==> src/rtl/r5p_bus_arb_if.sv <==
// rtl/r5p_bus_arb_if.sv - r5p_bus_if request/response bus shared by managers and subordinates
// Purpose: one bus port carrying a request (vld,wen,adr,ben,wdt) and its handshake/response (rdy,rdt).
// Ports:   man modport drives the request and reads rdy/rdt; sub modport is the mirror image.
interface r5p_bus_if #(
  parameter int unsigned AW = 32,
  parameter int unsigned DW = 32
);
  localparam int unsigned BW = DW / 8;

  logic          vld;
  logic          wen;
  logic [AW-1:0] adr;
  logic [BW-1:0] ben;
  logic [DW-1:0] wdt;
  logic [DW-1:0] rdt;
  logic          rdy;

  modport man (output vld, wen, adr, ben, wdt, input rdt, rdy);
  modport sub (input vld, wen, adr, ben, wdt, output rdt, rdy);
endinterface

==> src/rtl/r5p_bus_arb.sv <==
// rtl/r5p_bus_arb.sv - 2:1 arbiter merging fetch and load/store managers onto one bus
// Purpose: combinational grant/mux of two managers onto a fixed-latency subordinate, with a
//          LAT-deep tracker that steers each read response back to the manager that issued it.
// Ports:   clk, rst (synchronous, active-high)
//          s_if - instruction-fetch manager (sub side), s_ls - load/store manager (sub side)
//          m    - merged port toward the subordinate (man side)
module r5p_bus_arb #(
  parameter int unsigned AW  = 32,
  parameter int unsigned DW  = 32,
  parameter int unsigned LAT = 1,
  parameter string       PRI = "RR"
) (
  input  logic   clk,
  input  logic   rst,
  r5p_bus_if.sub s_if,
  r5p_bus_if.sub s_ls,
  r5p_bus_if.man m
);
  localparam int unsigned BW     = DW / 8;
  localparam bit          PRI_LS = (PRI == "LS");

  logic           gnt;      // granted index: 0 = s_if, 1 = s_ls
  logic           xfer;
  logic           wen_mux;
  logic [AW-1:0]  adr_mux;
  logic [BW-1:0]  ben_mux;
  logic [DW-1:0]  wdt_mux;
  logic           ptr_q, ptr_d;
  logic [LAT-1:0] act_q, act_d;
  logic [LAT-1:0] own_q, own_d;
  logic           rsp_act;
  logic           rsp_own;

  // With nobody requesting the grant falls to s_if so the idle bus carries s_if's fields.
  always_comb begin
    gnt = 1'b0;
    if (s_ls.vld) begin
      if (!s_if.vld || PRI_LS) gnt = 1'b1;
      else                     gnt = ptr_q;
    end
  end

  always_comb begin
    if (gnt) begin
      wen_mux = s_ls.wen;
      adr_mux = s_ls.adr;
      ben_mux = s_ls.ben;
      wdt_mux = s_ls.wdt;
    end else begin
      wen_mux = s_if.wen;
      adr_mux = s_if.adr;
      ben_mux = s_if.ben;
      wdt_mux = s_if.wdt;
    end
  end

  assign m.vld = s_if.vld | s_ls.vld;
  assign m.wen = wen_mux;
  assign m.adr = adr_mux;
  assign m.ben = ben_mux;
  assign m.wdt = wdt_mux;

  // Gating with vld keeps both rdy low on an idle bus even though s_if holds the default grant.
  assign s_if.rdy = m.rdy & s_if.vld & ~gnt;
  assign s_ls.rdy = m.rdy & s_ls.vld & gnt;

  assign xfer = m.vld & m.rdy;

  // Tracker entry 0 is the transfer happening now; the last entry lines up with the
  // subordinate's rdt, so each read is routed by its own entry even when owners alternate.
  always_comb begin
    ptr_d = ptr_q;
    if (xfer && !PRI_LS) ptr_d = ~gnt;
    act_d    = act_q;
    own_d    = own_q;
    act_d[0] = xfer & ~wen_mux;
    own_d[0] = gnt;
    for (int i = 1; i < LAT; i++) begin
      act_d[i] = act_q[i-1];
      own_d[i] = own_q[i-1];
    end
  end

  always_ff @(posedge clk) begin
    if (rst) begin
      ptr_q <= 1'b0;
      act_q <= '0;
      own_q <= '0;
    end else begin
      ptr_q <= ptr_d;
      act_q <= act_d;
      own_q <= own_d;
    end
  end

  assign rsp_act = act_q[LAT-1];
  assign rsp_own = own_q[LAT-1];

  // Outside its own response cycle a manager sees X, which flushes out early sampling in sim.
  assign s_if.rdt = (rsp_act && !rsp_own) ? m.rdt : {DW{1'bx}};
  assign s_ls.rdt = (rsp_act &&  rsp_own) ? m.rdt : {DW{1'bx}};

  a_if_no_write: assert property (@(posedge clk) disable iff (rst) s_if.vld |-> !s_if.wen);
  a_if_hold: assert property (@(posedge clk) disable iff (rst)
    (s_if.vld && !s_if.rdy) |=> (s_if.vld && $stable(s_if.adr) && $stable(s_if.ben) && $stable(s_if.wdt)));
  a_ls_hold: assert property (@(posedge clk) disable iff (rst)
    (s_ls.vld && !s_ls.rdy) |=> (s_ls.vld && $stable(s_ls.wen) && $stable(s_ls.adr)
                                 && $stable(s_ls.ben) && $stable(s_ls.wdt)));
endmodule
==> src/flat_wrapper.sv <==
// flat-port wrapper written by rule: the top's interface ports become plain ports
module r5p_bus_arb_flat 
#(
  parameter int unsigned AW  = 32,
  parameter int unsigned DW  = 32,
  parameter int unsigned LAT = 1,
  parameter string       PRI = "  "
)
  (clk, rst, s_if_vld, s_if_wen, s_if_adr, s_if_ben, s_if_wdt, s_if_rdt, s_if_rdy, s_ls_vld, s_ls_wen, s_ls_adr, s_ls_ben, s_ls_wdt, s_ls_rdt, s_ls_rdy, m_vld, m_wen, m_adr, m_ben, m_wdt, m_rdt, m_rdy);
  r5p_bus_if #(.AW(AW), .DW(DW)) s_if_i ();
  r5p_bus_if #(.AW(AW), .DW(DW)) s_ls_i ();
  r5p_bus_if #(.AW(AW), .DW(DW)) m_i ();
  input  logic clk;
  input  logic rst;
  input wire logic [$bits(s_if_i.vld)-1:0] s_if_vld;
  input wire logic [$bits(s_if_i.wen)-1:0] s_if_wen;
  input wire logic [$bits(s_if_i.adr)-1:0] s_if_adr;
  input wire logic [$bits(s_if_i.ben)-1:0] s_if_ben;
  input wire logic [$bits(s_if_i.wdt)-1:0] s_if_wdt;
  output wire logic [$bits(s_if_i.rdt)-1:0] s_if_rdt;
  output wire logic [$bits(s_if_i.rdy)-1:0] s_if_rdy;
  input wire logic [$bits(s_ls_i.vld)-1:0] s_ls_vld;
  input wire logic [$bits(s_ls_i.wen)-1:0] s_ls_wen;
  input wire logic [$bits(s_ls_i.adr)-1:0] s_ls_adr;
  input wire logic [$bits(s_ls_i.ben)-1:0] s_ls_ben;
  input wire logic [$bits(s_ls_i.wdt)-1:0] s_ls_wdt;
  output wire logic [$bits(s_ls_i.rdt)-1:0] s_ls_rdt;
  output wire logic [$bits(s_ls_i.rdy)-1:0] s_ls_rdy;
  output wire logic [$bits(m_i.vld)-1:0] m_vld;
  output wire logic [$bits(m_i.wen)-1:0] m_wen;
  output wire logic [$bits(m_i.adr)-1:0] m_adr;
  output wire logic [$bits(m_i.ben)-1:0] m_ben;
  output wire logic [$bits(m_i.wdt)-1:0] m_wdt;
  input wire logic [$bits(m_i.rdt)-1:0] m_rdt;
  input wire logic [$bits(m_i.rdy)-1:0] m_rdy;
  assign s_if_i.vld = s_if_vld;
  assign s_if_i.wen = s_if_wen;
  assign s_if_i.adr = s_if_adr;
  assign s_if_i.ben = s_if_ben;
  assign s_if_i.wdt = s_if_wdt;
  assign s_if_rdt = s_if_i.rdt;
  assign s_if_rdy = s_if_i.rdy;
  assign s_ls_i.vld = s_ls_vld;
  assign s_ls_i.wen = s_ls_wen;
  assign s_ls_i.adr = s_ls_adr;
  assign s_ls_i.ben = s_ls_ben;
  assign s_ls_i.wdt = s_ls_wdt;
  assign s_ls_rdt = s_ls_i.rdt;
  assign s_ls_rdy = s_ls_i.rdy;
  assign m_vld = m_i.vld;
  assign m_wen = m_i.wen;
  assign m_adr = m_i.adr;
  assign m_ben = m_i.ben;
  assign m_wdt = m_i.wdt;
  assign m_i.rdt = m_rdt;
  assign m_i.rdy = m_rdy;
  r5p_bus_arb #(.AW(AW), .DW(DW), .LAT(LAT), .PRI(PRI)) u_core (.clk(clk), .rst(rst), .s_if(s_if_i), .s_ls(s_ls_i), .m(m_i));
endmodule
==> config.mk <==
export PLATFORM = sky130hd
export DESIGN_NAME = r5p_bus_arb_flat
export DESIGN_NICKNAME = d
export VERILOG_FILES = /design/src/rtl/r5p_bus_arb_if.sv /design/src/rtl/r5p_bus_arb.sv /design/src/flat_wrapper.sv
export SDC_FILE = /design/constraint.sdc
export NUM_CORES = 1
export LEC_CHECK = 0
export ABC_AREA = 1
export BUFFER_PORTS_ARGS = -buffer_cell sky130_fd_sc_hd__buf_2
export CAP_MARGIN = 10
export CORE_AREA = 2 2 122 124
export DETAILED_ROUTE_END_ITERATION = 10
export DIE_AREA = 0 0 124 126
export GPL_ROUTABILITY_DRIVEN = 0
export PLACE_DENSITY = 0.53
export SETUP_SLACK_MARGIN = 0.3
export SYNTH_ARGS = -nofsm -noshare
export SYNTH_HDL_FRONTEND = slang
export SYNTH_SLANG_ARGS = --single-unit
==> constraint.sdc <==
create_clock -name clk -period 1 [get_ports clk]
set_input_delay 0.1 -clock clk [delete_from_list [all_inputs] [get_ports clk]]
set_output_delay 0.1 -clock clk [all_outputs]
set_load 0.01 [all_outputs]
==> impl_results.md <==
- Syn avg cell area: roughly 5.2 um^2
- Pwr Density: between 500 and 600 nW/um^2
- Internal power: between 800 and 900 uW
- Total wire length: between 7000 and 8000 um
- Largest registers: u_core.ptr_q (1)
- # setup viols final: 70
- Async SR Flop Fraction: 0%
- Iter 0 DRT Violations: 59
- Max-cap check violation count: 0
- Setup WS post-layout: -117 ps
- IO buf count: 214
- M1 WL: 2870 um
- Via density per instance: roughly 3.7
- Fin nets: roughly 630
- Dpl hpwl: between 6000 and 7000 um
- Combinational power share: 97.3%
- Post-synth EDFFs: 0
- Crit path required time: approximately 900 ps
- Uppermost layer routed: met4
- Crit path capture type: output port
- Largest net degree at the start of global routing: 36
- Critical Path Fanout Max: 19
- CP max stage delay: ~300 ps
- Static leakage: around 0.0017 uW
- CP Launch Type: register
- Seq cells post-synth: 1
- Starting Density: 11.1%
- Fin. Hold Viols: 0
- Max VDD drop: 204 uV
- Yosys cell types: 12
- Most frequent cell after synthesis: nand2_1
- Fin crit period: 1120 ps
- Final clock skew: 0 ps
- Drt drc: 0
- Core area: 14300 um^2
- Clock Pin Slew Worst Setup and Hold Paths: 0 ps
- First-pass GRT wire length: approximately 11000 um
- Drt wl/cell: roughly 12 um
- FMAX: approximately 900 MHz
- Synth area leaders: nand2_1, buf_4, nand3_1
- Dominant cell type by area after synthesis: nand2_1
- Min-delay worst type: input pin to output port
- Reg power frac: ~2.7%
- Worst-Margin Slew: approximately 180 ps
- Area Overhead vs Synth: 93.2%
- Die W: around 120 um
- DRT Pass-1 Iters: 4
- Worst slew margin: between 80 and 90%
- Max-slew violation count: 0
- Top Ports: approximately 310
- Fin util: roughly a fifth
- Sequential area share after synthesis: around 1.3%
- Final setup TNS: -6150 ps
- Num rows: 44
- Worst path depth: 7
- GR Util All Layers: approximately 8.4%
- Top_reg_cell synth: dfxtp_1
- Yosys warnings: 0
- Synth Cell Area: about 1600 um^2
- CP cell instances: inv_2, nand2_4, nand2_8, buf_12, nand2_1, nand2_2, buf_2
- P_sw: between 700 and 800 uW
- # hold bufs at CTS: 0
- Switching share of total power: 47.0%
- Clk_lat worst skew: 0 ps
- Share of layout cells above drive strength 1: around three quarters
- Largest Register: u_core.ptr_q
- Setup CP Type: register to output port
- Family with the most delay on the worst path: simple AND/OR/NAND/NOR gates
- Status: finished with violations
- Met3 wire length: between 700 and 800 um
- RSZ-0062 raised after global routing: yes
- Most instantiated cells after synthesis: nand2_1, nand3_1, buf_4, buf_2, buf_6
- Met2 WL: roughly 3800 um
- Final period utilization: 112%
- # diodes: 0
- Detailed-route via count: ~2400
- Min Hold Slack: approximately 200 ps
- Die height: ~130 um
- CP max stage cell: dfxtp_2
- Mapped Nets: approximately 480
- Die ar.: between 15000 and 20000 um^2
- Power share of the clock group: 0%
- Area share of the largest cell type after synthesis: between 30% and 40%
- Antenna Violating Nets Remaining: 0
- Initial antenna violation count: 0
- Worst EP arrival: around 1000 ps
- Syn Inst Count: ~310
- Worst Path Buf+Inv: 3
- Largest register FFs: 1
- Vias in the first global route: 2201
- Reg2Reg Depth: 3
- Global route overflow: 0
- Failing checks: setup timing
- WHS Path Cells: 0
==> routing by layer <==
layer	vias up	global-route usage, %
met5	-	0
met4	0	2.12
met1	1008	9.61
met3	26	1.72
met2	142	15.5
li1	1193	-
==> worst register-to-register path, cell delays in order, from the launching register on <==
cell	delay [ps]
dfxtp_2	300
buf_4	130
a21oi_2	90
nor2_1	50
==> cells in the final DEF, fill, tap and decap left out <==
master / n
nand2_2: 90
buf_12: 6
nor2_1: 1
buf_6: 40
or2_4: 1
buf_16: 2
nand2_4: 1
inv_1: 2
a21oi_2: 2
clkbuf_16: 1
nand2_8: 1
nand3_1: 63
nor2_2: 1
nand2_1: 50
buf_4: 6
dfxtp_2: 1
nand3_2: 7
buf_2: 173
inv_2: 1
buf_8: 2
==> logic make-up (layout without fill, tap and decap cells) <==
group                  Yosys count  count (layout)  synth area share (%)
AO/OA/AOI/OAI                    2               2                 0.632
buffers and inverters           89             233                  40.8
flip-flops                       1               1                  1.26
AND/OR/NAND/NOR                215             215                  57.3
==> path summary, 6_finish.rpt <==
path	end	start	slack (ps)
max	m_adr[20]	u_core.ptr_q	-120
min	s_if_rdt[24]	m_rdt[24]	200
max reg2reg	u_core.ptr_q	u_core.ptr_q	310
min reg2reg	u_core.ptr_q	u_core.ptr_q	580
==> area by class of cell <==
| class | count | area (um^2) |
|---|---|---|
| Tap cell | 184 | 230 |
| Timing Repair Buffer | 230 | 1590 |
| Sequential cell | 1 | 21.3 |
| Fill cell | 1650 | 11300 |
| Multi-Input combinational cell | 217 | 1200 |
| Inverter | 3 | 11.3 |
==> power groups by stage <==
stage	sequential, uW	clock [uW]	combinational, uW
2_1_floorplan	46.2	0	986
3_3_place_gp	45.8	0	1360
3_5_place_dp	46.1	0	1370
4_1_cts	46.1	0	1540
5_1_grt	46.6	0	1810
6_report	46.1	0	1640
==> through the flow <==
| stage | power, uW | area (um^2) | std cells | worst slack, ps |
|---|---|---|---|---|
| 2_1_floorplan | 1030 | 1810 | 307 | 91.3 |
| 4_1_cts | 1590 | 2890 | 633 | -118 |
| 3_3_place_gp | 1410 | 2630 | 632 | -116 |
| 3_5_place_dp | 1410 | 2630 | 632 | -123 |
| 5_1_grt | 1860 | 3060 | 635 | -193 |
| 6_report | 1690 | 3060 | 635 | -117 |
==> timing repair <==
| action | 4_1_cts | 5_1_grt |
|---|---|---|
| gates resized for setup | 47 | 29 |
| endpoints found under the setup margin | 73 | 73 |
| gates cloned | 1 | 1 |
| pin swaps | 3 | 1 |
| buffers inserted | 0 | 1 |
No activity file was read; power rests on OpenSTA's default activity.
